## config.mk

```make
export PLATFORM = sky130hd
export DESIGN_NAME = bfly_pair_feeder
export DESIGN_NICKNAME = d
export VERILOG_FILES = /design/src/rtl/bfly_pair_feeder.sv
export SDC_FILE = /design/constraint.sdc
export NUM_CORES = 1
export LEC_CHECK = 0
export BUFFER_PORTS_ARGS = -buffer_cell sky130_fd_sc_hd__buf_4
export CORE_ASPECT_RATIO = 0.75
export CORE_MARGIN = 2
export CORE_UTILIZATION = 55
export DETAILED_ROUTE_END_ITERATION = 8
export PLACE_DENSITY_LB_ADDON = 0.08
export REMOVE_ABC_BUFFERS = 1
export SETUP_SLACK_MARGIN = 0.05
export SLEW_MARGIN = 40
export SYNTH_ARGS = -nofsm -noshare
export SYNTH_HDL_FRONTEND = slang
export SYNTH_SLANG_ARGS = --single-unit
```

## constraint.sdc

```tcl
create_clock -name clk -period 6.09 [get_ports clk]
set_input_delay 0.609 -clock clk [delete_from_list [all_inputs] [get_ports clk]]
set_output_delay 0.609 -clock clk [all_outputs]
set_load 0.02 [all_outputs]
```

## src/rtl/bfly_pair_feeder.sv

```systemverilog
// Frame buffer that collects N samples and then issues the N/2 radix-2
// butterfly operand pairs (x[k], x[k+N/2]) on a valid/ready interface.
module bfly_pair_feeder #(
    parameter int WIDTH = 15,
    parameter int N     = 8,
    parameter int LOGN  = 3,
    localparam int IW   = (LOGN > 1) ? (LOGN - 1) : 1
) (
    input  logic             clk,
    input  logic             rst,
    input  logic [WIDTH-1:0] in_data,
    input  logic             in_valid,
    output logic             in_ready,
    output logic [WIDTH-1:0] ai,
    output logic [WIDTH-1:0] bi,
    output logic             pair_valid,
    input  logic             pair_ready,
    output logic [IW-1:0]    pair_idx,
    output logic             pair_last
);

    typedef enum logic {
        FILL  = 1'b0,
        ISSUE = 1'b1
    } state_t;

    state_t            state_q, state_d;
    logic [LOGN-1:0]   wr_cnt_q, wr_cnt_d;
    logic [IW-1:0]     rd_cnt_q, rd_cnt_d;
    logic [WIDTH-1:0]  mem_q [N];
    logic              wr_en_s;
    logic              last_s;
    logic [LOGN-1:0]   lo_idx_s;
    logic [LOGN-1:0]   hi_idx_s;

    // Operand addresses: lower half at rd_cnt, upper half offset by N/2.
    assign lo_idx_s = LOGN'(rd_cnt_q);
    assign hi_idx_s = lo_idx_s + LOGN'(N / 2);
    assign last_s   = (rd_cnt_q == IW'(N / 2 - 1));

    // Next-state and counter logic for the fill/issue sequencer.
    always_comb begin
        state_d  = state_q;
        wr_cnt_d = wr_cnt_q;
        rd_cnt_d = rd_cnt_q;
        wr_en_s  = 1'b0;
        case (state_q)
            FILL: begin
                if (in_valid) begin
                    wr_en_s = 1'b1;
                    if (wr_cnt_q == LOGN'(N - 1)) begin
                        wr_cnt_d = '0;
                        state_d  = ISSUE;
                    end else begin
                        wr_cnt_d = wr_cnt_q + LOGN'(1);
                    end
                end else begin
                    wr_en_s = 1'b0;
                end
            end
            ISSUE: begin
                if (pair_ready) begin
                    if (last_s) begin
                        rd_cnt_d = '0;
                        state_d  = FILL;
                    end else begin
                        rd_cnt_d = rd_cnt_q + IW'(1);
                    end
                end else begin
                    rd_cnt_d = rd_cnt_q;
                end
            end
            default: begin
                state_d  = FILL;
                wr_cnt_d = '0;
                rd_cnt_d = '0;
            end
        endcase
    end

    // Sequencer state and counters; reset wins over any concurrent transfer.
    always_ff @(posedge clk) begin
        if (rst) begin
            state_q  <= FILL;
            wr_cnt_q <= '0;
            rd_cnt_q <= '0;
        end else begin
            state_q  <= state_d;
            wr_cnt_q <= wr_cnt_d;
            rd_cnt_q <= rd_cnt_d;
        end
    end

    // Sample storage; contents are don't-care after reset so it is not cleared.
    always_ff @(posedge clk) begin
        if (!rst && wr_en_s) begin
            mem_q[wr_cnt_q] <= in_data;
        end
    end

    // Interface outputs depend only on registered state; zero outside ISSUE.
    always_comb begin
        in_ready   = (state_q == FILL);
        pair_valid = (state_q == ISSUE);
        ai         = '0;
        bi         = '0;
        pair_idx   = '0;
        pair_last  = 1'b0;
        if (state_q == ISSUE) begin
            ai        = mem_q[lo_idx_s];
            bi        = mem_q[hi_idx_s];
            pair_idx  = rd_cnt_q;
            pair_last = last_s;
        end else begin
            pair_last = 1'b0;
        end
    end

endmodule

```

==> impl_metrics.ini, run 1 <==
[global_route]
grtUsageMet2 = 0.312
grt_pass1_vias = 2601
grt-ovfl-total = 0
antenna_found_initial = 0
track_usage = 0.207
grt-busiest-layer = met2
use_met3 = 0.0608
grt_start_max_net_pins = 34
use_met1 = 0.290
grt_pass1_wl_um = 14400

[clock_network]
clk_pin_slew_ns = 0.05
cts.repair.resized = 0
htreeDepth = 4
worstSkewPairLatency_ns = 0.40
cts_setup_buffers = 0
cts_tree = yes
cts_buffers = 17
clockBufferDepth = 2
ctsRootBufferMaster = clkbuf_16
holdBufCountCts = 0
cts.sink_count = 128

[yosys]
yosys.area.top_type = edfxtp_1
synth_edf_count = 120
synthArstFlopShare = 0
synth_top_area_share = 0.738
synth.distinct_cells = 21
synthCells = 273
avgSynthCellArea_sq_um = 17.9
synth_common_cells = edfxtp_1 (120), mux2i_1 (64), o22ai_1 (30)
synth.most_common_cell = edfxtp_1
ys_ff_latch = 128
yosysWarnings = 0
synth.yosys.seq_area_share = 0.771
ys_top_cells_by_area = edfxtp_1 (74%), mux2i_1 (13%), o22ai_1 (3.8%)
syn_area_sq_um = 4880
synthFlopType = edfxtp_1

[layout]
stdcell_area_sq_um = 6030
num-fill-cells = 546
antenna_cells = 0
drive_above_1_share = 0.280
final_nets = 359
area_growth_pct = 23.5

[critical_path]
cp_data_arrival_time_ns = 2.13
required_ns = 5.48
critPathKind = flop to output pin
cp_max_fo = 15
end_kind = output pin
start_kind = flop

[power_and_ir_drop]
power_leakage_nw = 2.02
vdd_ir_drop_max_mv = 0.274
powerDensity_nw_per_um2 = 341

[run_status]
status = finished clean

[routing]
vias = 2547
vias_per_cell = 5.56
avgRoutedWirePerCell_um = 20.1
antenna_left = 0
drt_iter0_markers = 147
drcViolationCount = 0
dr.pass1.iters = 4
wl_um = 9200

[placement]
gp_congestion = 0.746
placed_area_sq_um = 5400
pre_cts_ws_ns = 3.64
dp_hpwl_um = 5300
io_buffers = 53

[min_path]
hp-class = primary input to flop

[floorplanning]
core_sq_um = 8530
fp.dieW_um = 113
io_pins = 54
initial_core_util = 0.572
dieHeight_um = 85.6
die_area_sq_um = 9650
placementRows = 29

[sta]
hold_viol_final = 0
skew_ns = 0.00807
report.final.setup_viol = 0
setup_slack_ns = 3.35
rsz0062_at_grt = false
clock.fmax_mhz = 365
fin_setup_tns_ns = 0
worst_slew_pin_slew_ns = 0.821
relSlewSlack = 0.453
maxSlewViolCount = 0
finalCriticalPeriod_ns = 2.74
fin_crit_sh = 0.450

[run]
maxCapViolations = 0
worst paths after layout:
| kind | start | endpoint | slack, ns | cells after the start |
|---|---|---|---|---|
| max reg2reg | pair_valid | mem_q[6][12] | 3.87 | 3 |
| min | pair_ready | pair_valid | 0.43 | 2 |
| min reg2reg | wr_cnt_q[0] | wr_cnt_q[0] | 0.59 | 2 |
| max | pair_valid | ai[1] | 3.35 | 3 |
final cells by class:
type / instances / area [sq um] / share of cell area
clock buffer: 17 / 425 / 0.0706
clock inverter: 15 / 193 / 0.0320
inverter: 2 / 7.51 / 0.00125
multi-input combinational: 129 / 1050 / 0.174
sequential: 128 / 3770 / 0.626
tap: 108 / 135 / 0.0224
timing repair buffer: 59 / 443 / 0.0735
flip-flops by register name, indices dropped and copies added, names as in the netlist, named ones only:
signal and cells:
mem_q 120, pair_valid 1, rd_cnt_q 2, wr_cnt_q 3
logic make-up after synthesis:
| family | share of synthesized area |
|---|---|
| DFF | 0.771 |
| muxes | 0.131 |
| AOI/OAI and AO/OA | 0.0423 |
| and+or+nand+nor | 0.0305 |
| buffers and inverters | 0.0169 |
| adders and majority gates | 0.00769 |
layer usage:
layer	share of wire	wire length, um
met1	0.46	4230
met3	0.057	523
met4	0.017	156
met2	0.47	4290
met5	0	0
per-stage QoR:
| stage | total power [mW] | hold slack [ns] | util | std cells |
|---|---|---|---|---|
| after CTS | 2.07 | 0.417 | 0.706 | 458 |
| after detailed placement | 1.03 | 0.569 | 0.633 | 426 |
| after global placement | 1.03 | 0.565 | 0.632 | 426 |
| after global routing | 2.11 | 0.436 | 0.707 | 458 |
| final | 2.06 | 0.428 | 0.707 | 458 |
| after floorplan | 1.01 | 0.527 | - | 259 |
layout by cell type (no fill, tap or decap), drive strengths merged:
master    synthesis  layout
a21oi             2       2
a311oi            1       1
and2              2       2
buf              12      59
bufinv            0       4
clkbuf            2      17
clkinv            0       8
clkinvlp          0       2
dfxtp             8       8
edfxtp          120     120
ha                3       3
inv               2       3
mux2i            64      64
nand2             5       5
nand2b            4       4
nand3             1       1
nand3b            1       1
nor2             12      12
nor2b             1       1
nor3              2       2
o22ai            30      30
or3b              1       1
critical path, cell delays in order, from the launching register on:
cell and delay, ns:
dfxtp_1 0.57, nand2_1 0.59, o22ai_1 0.37, buf_4 0.20
power breakdown:
part	switching (mW)	total [mW]	internal, mW
Clock	0.357	1.04	0.682
Combinational	0.0250	0.0398	0.0148
Sequential	0.00421	0.977	0.973
Total	0.386	2.06	1.67
No activity file was read; power rests on OpenSTA's default activity.
==> inputs of run 2 (changes only) <==
--- a/config.mk
+++ b/config.mk
@@ -8,7 +8,7 @@
 export BUFFER_PORTS_ARGS = -buffer_cell sky130_fd_sc_hd__buf_4
 export CORE_ASPECT_RATIO = 0.75
 export CORE_MARGIN = 2
-export CORE_UTILIZATION = 55
+export CORE_UTILIZATION = 52
 export DETAILED_ROUTE_END_ITERATION = 8
 export PLACE_DENSITY_LB_ADDON = 0.08
 export REMOVE_ABC_BUFFERS = 1
==> constraint.sdc (replaced) <==
create_clock -name clk -period 2.4 [get_ports clk]
set_input_delay 0.24 -clock clk [delete_from_list [all_inputs] [get_ports clk]]
set_output_delay 0.24 -clock clk [all_outputs]
set_load 0.02 [all_outputs]
==> run 2 against run 1 <==
Utilization decreased by 3.8 points. Cell area is 0.75% higher. Die area up 5.5%. Setup slack lost 3.0 ns. Via count is 5.9% higher. Critical endpoint is now bi[1]. Largest cell class unchanged.
==> impl_metrics.ini, run 2 (synthesis gave the netlist of run 1 again) <==
[global_route]
use_met3 = 0.0747
grt_pass1_vias = 2636
antenna_found_initial = 0
grt-ovfl-total = 0
grtUsageMet2 = 0.317
grt_pass1_wl_um = 14600
track_usage = 0.210
grt-busiest-layer = met2
grt_start_max_net_pins = 17
use_met1 = 0.278

[placement]
gp_congestion = 0.812
placed_area_sq_um = 5530
dp_hpwl_um = 5930
pre_cts_ws_ns = 0.515
io_buffers = 53

[sta]
maxSlewViolCount = 0
report.final.setup_viol = 0
clock.fmax_mhz = 491
fin_setup_tns_ns = 0
rsz0062_at_grt = false
fin_crit_sh = 0.849
finalCriticalPeriod_ns = 2.04
worst_slew_pin_slew_ns = 0.393
relSlewSlack = 0.738
skew_ns = 0.00536
hold_viol_final = 0
setup_slack_ns = 0.363

[layout]
drive_above_1_share = 0.281
top_register = mem_q
final_nets = 373
largest_reg_flops = 120
final_cell_mix = edfxtp_1 (120), buf_4 (72), mux2i_1 (64), o22ai_1 (30), clkbuf_16 (17)
stdcell_area_sq_um = 6070
area_growth_pct = 24.4
reg_top3 = mem_q x120, wr_cnt_q x3, rd_cnt_q x2
final_util = 0.668
antenna_cells = 0
final_common_cell = edfxtp_1

[floorplanning]
dieHeight_um = 87.9
die_area_sq_um = 10200
initial_core_util = 0.537
fp.dieW_um = 116
io_pins = 54
placementRows = 30
core_sq_um = 9080

[routing]
vias_per_cell = 5.49
avgRoutedWirePerCell_um = 20.0
antenna_left = 0
vias = 2696
drcViolationCount = 0
dr.pass1.iters = 5
wl_um = 9820
drt_iter0_markers = 129

[critical_path]
max_stage_delay_ns = 0.57
cp_num_cells = 4
critPathKind = flop to output pin
worst-path-buf-inv = 2
critPathTopFamily = flip-flops
start_kind = flop
cp_max_fo = 16
cp_slowest_cell = dfxtp_2
crit_chain = buf_12 > mux2i_1 > o22ai_1 > buf_4
cp_data_arrival_time_ns = 1.80
end_kind = output pin
required_ns = 2.16
r2r_cells = 4

[clock_network]
holdBufCountCts = 0
cts.sink_count = 128
cts_buffers = 17
worstSkewPairLatency_ns = 0.40
clockBufferDepth = 2
cts.repair.resized = 0
htreeDepth = 4
ctsRootBufferMaster = clkbuf_16
cts_tree = yes
clk_pin_slew_ns = 0.05
cts_setup_buffers = 0

[run]
maxCapViolations = 0

[run_status]
status = finished clean

[power_and_ir_drop]
power_mw = 4.92
powerDensity_nw_per_um2 = 811
power_leakage_nw = 2.05
vdd_ir_drop_max_mv = 0.887

[min_path]
holdPathStages = 2
hp-class = primary input to flop
[run 2: metal layers]
metal	vias to the layer above	wire (um)
li1	1237	-
met1	1356	4520
met2	79	4570
met3	24	548
met4	0	185
met5	-	0
[run 2: worst paths after layout]
check | startpoint | slack [ns] | endpoint
setup reg to reg | pair_valid | 0.53 | mem_q[2][8]
setup / recovery | rd_cnt_q[1] | 0.36 | bi[1]
hold / removal | rst | 0.06 | wr_cnt_q[1]
hold reg to reg | wr_cnt_q[0] | 0.59 | wr_cnt_q[0]
[run 2: final cells by class]
type	count	area, sq um
clock buffer	23	448
timing repair buffer	73	561
inverter	2	7.51
clock inverter	8	90.1
sequential	128	3770
multi-input combinational	129	1040
fill	640	3010
tap	128	160
[run 2: metrics by stage]
step,cells,hold slack (ns)
6_report,491,0.0621
5_1_grt,491,0.0536
4_1_cts,491,0.0428
3_5_place_dp,460,0.471
3_3_place_gp,460,0.466
2_1_floorplan,259,0.312
[run 2: worst reg2reg max path: cells and delay by family (launching register included)]
kind | cells | cell delay, ns
flip-flops | 1 | 0.41
AND/OR/NAND/NOR | 3 | 0.86
buffers and inverters | 1 | 0.28
[run 2: power by group]
group | switching, mW | internal, mW | total (mW) | leakage, nW
clock network | 0.831 | 1.51 | 2.34 | 0.260
registers | 0.0108 | 2.47 | 2.48 | 1.15
logic | 0.0612 | 0.0384 | 0.0996 | 0.642
total | 0.903 | 4.02 | 4.92 | 2.05
==> inputs of run 3 (changes only) <==
--- a/config.mk
+++ b/config.mk
@@ -8,7 +8,7 @@
 export BUFFER_PORTS_ARGS = -buffer_cell sky130_fd_sc_hd__buf_4
 export CORE_ASPECT_RATIO = 0.75
 export CORE_MARGIN = 2
-export CORE_UTILIZATION = 52
+export CORE_UTILIZATION = 55
 export DETAILED_ROUTE_END_ITERATION = 8
 export PLACE_DENSITY_LB_ADDON = 0.08
 export REMOVE_ABC_BUFFERS = 1
==> constraint.sdc (replaced) <==
create_clock -name clk -period 1.95 [get_ports clk]
set_input_delay 0.195 -clock clk [delete_from_list [all_inputs] [get_ports clk]]
set_output_delay 0.195 -clock clk [all_outputs]
set_load 0.02 [all_outputs]
==> run 3 against run 2 <==
Clock skew is essentially flat. Hold slack lost 0.046 ns. Via count shrank 0.70%. Cell count shrank 3.1%. Wire length grew 0.12%. Highest routed layer unchanged.
==> impl_metrics.ini, run 3 (synthesis gave the netlist of run 1 again) <==
[floorplanning]
io_pins = 54
core_sq_um = 8530
placementRows = 29
die_area_sq_um = 9650
fp.dieW_um = 113
initial_core_util = 0.572
dieHeight_um = 85.6

[routing]
avgRoutedWirePerCell_um = 20.7
wl_um = 9830
vias_per_cell = 5.62
wl_met3_um = 604
m1WireLength_um = 4480
dr.pass1.iters = 4
top_layer = met4
wl_met2_um = 4650
vias = 2677
drt_iter0_markers = 165
drcViolationCount = 0
antenna_left = 0

[global_route]
grt_pass1_wl_um = 15100
antenna_found_initial = 0
track_usage = 0.218
grt_pass1_vias = 2675
grt_start_max_net_pins = 18
grt-ovfl-total = 0

[critical_path]
worst-path-buf-inv = 2
critPathKind = flop to output pin
regToRegSetupSlack_ns = 0.21
cp_slowest_cell = dfxtp_2
cp_max_fo = 12
start_kind = flop
timing.rr.start = wr_cnt_q[1]
r2r_cells = 5
required_ns = 1.75
crit_chain = buf_8 > mux2i_2 > o22ai_1 > buf_4
critPathTopFamily = flip-flops
max_stage_delay_ns = 0.45
end_kind = output pin
endpoint = ai[6]
cp_data_arrival_time_ns = 1.66
reg2reg_to = pair_valid
cp_num_cells = 4

[sta]
fin_crit_sh = 0.952
holdWs_ns = 0.0158
clock.fmax_mhz = 539
fin_setup_tns_ns = 0
rsz0062_at_grt = true
hold_viol_final = 0
worst_slew_pin_slew_ns = 0.280
report.final.setup_viol = 0
relSlewSlack = 0.813
maxSlewViolCount = 0
setup_slack_ns = 0.0945
skew_ns = 0.00571
finalCriticalPeriod_ns = 1.86

[placement]
dp_cells = 442
io_buffers = 53
placed_area_sq_um = 5540
gp_congestion = 0.773
dp_hpwl_um = 6110
pre_cts_ws_ns = 0.264

[layout]
drive_above_1_share = 0.318
num-fill-cells = 519
final_util = 0.727
area_growth_pct = 27.0
layout.cells.non_filler = 476
final_nets = 377
final_cell_mix = edfxtp_1 (120), buf_4 (71), mux2i_1 (60), o22ai_1 (30), clkbuf_16 (17)
antenna_cells = 0
largest_reg_flops = 120
stdcell_area_sq_um = 6200
reg_top3 = mem_q x120, wr_cnt_q x3, rd_cnt_q x2
final_common_cell = edfxtp_1
top_register = mem_q

[clock_network]
clk_pin_slew_ns = 0.06
htreeDepth = 4
cts.sink_count = 128
ctsRootBufferMaster = clkbuf_16
worstSkewPairLatency_ns = 0.41
cts_tree = yes
clockBufferDepth = 2
cts_buffers = 17

[run_status]
status = finished clean

[power_and_ir_drop]
power_leakage_nw = 2.11
vdd_ir_drop_max_mv = 0.734
powerDensity_nw_per_um2 = 1030
power_mw = 6.40

[run]
maxCapViolations = 0

[min_path]
hp-class = primary input to flop
## run 3: cell count changes in the layout (fill, tap and decap cells not counted), sizes merged
| cell | previous run | this run |
|---|---|---|
| buf | 73 | 75 |
| clkinv | 5 | 4 |
| clkbuf | 23 | 17 |
| dlygate4sd3 | 0 | 2 |
| inv | 2 | 6 |
| clkinvlp | 1 | 4 |
| bufinv | 2 | 3 |
## run 3: worst min-delay path by stage
stage,start,to,slack (ns),depth (start not counted)
after floorplan,rst,pair_valid,0.27,1
after global placement,pair_ready,pair_valid,0.42,2
after detailed placement,pair_ready,pair_valid,0.42,2
after global routing,rst,wr_cnt_q[1],0.01,2
final,rst,wr_cnt_q[1],0.02,2
after CTS,rst,wr_cnt_q[1],0.007,2
## run 3: report_power, final
group | switching [mW] | leakage (nW) | internal [mW] | total (mW)
logic | 0.0783 | 0.676 | 0.0504 | 0.129
clock network | 1.19 | 0.286 | 2.02 | 3.22
registers | 0.0145 | 1.15 | 3.04 | 3.05
total | 1.28 | 2.11 | 5.11 | 6.40
## run 3: final cells by class
| class | count | area (sq um) | share of cell area |
|---|---|---|---|
| Clock buffer | 17 | 425 | 0.0686 |
| Tap cell | 108 | 135 | 0.0218 |
| Timing Repair Buffer | 77 | 619 | 0.0999 |
| Multi-Input combinational cell | 129 | 1050 | 0.170 |
| Clock inverter | 15 | 184 | 0.0297 |
| Inverter | 2 | 7.51 | 0.00121 |
| Sequential cell | 128 | 3770 | 0.609 |
## run 3: timing repair
action	4_1_cts	5_1_grt
setup buffers	0	0
endpoints found under the setup margin	11	10
endpoints found under the hold margin	1	0
hold buffers	2	0
pin swaps	0	0
resized for setup	3	7
## run 3: routing by layer
metal  vias to the layer above  GRT usage
met3                         8     0.0671
met2                        83      0.327
met4                         0     0.0643
met1                      1337      0.315
met5                         -          0
li1                       1249          -
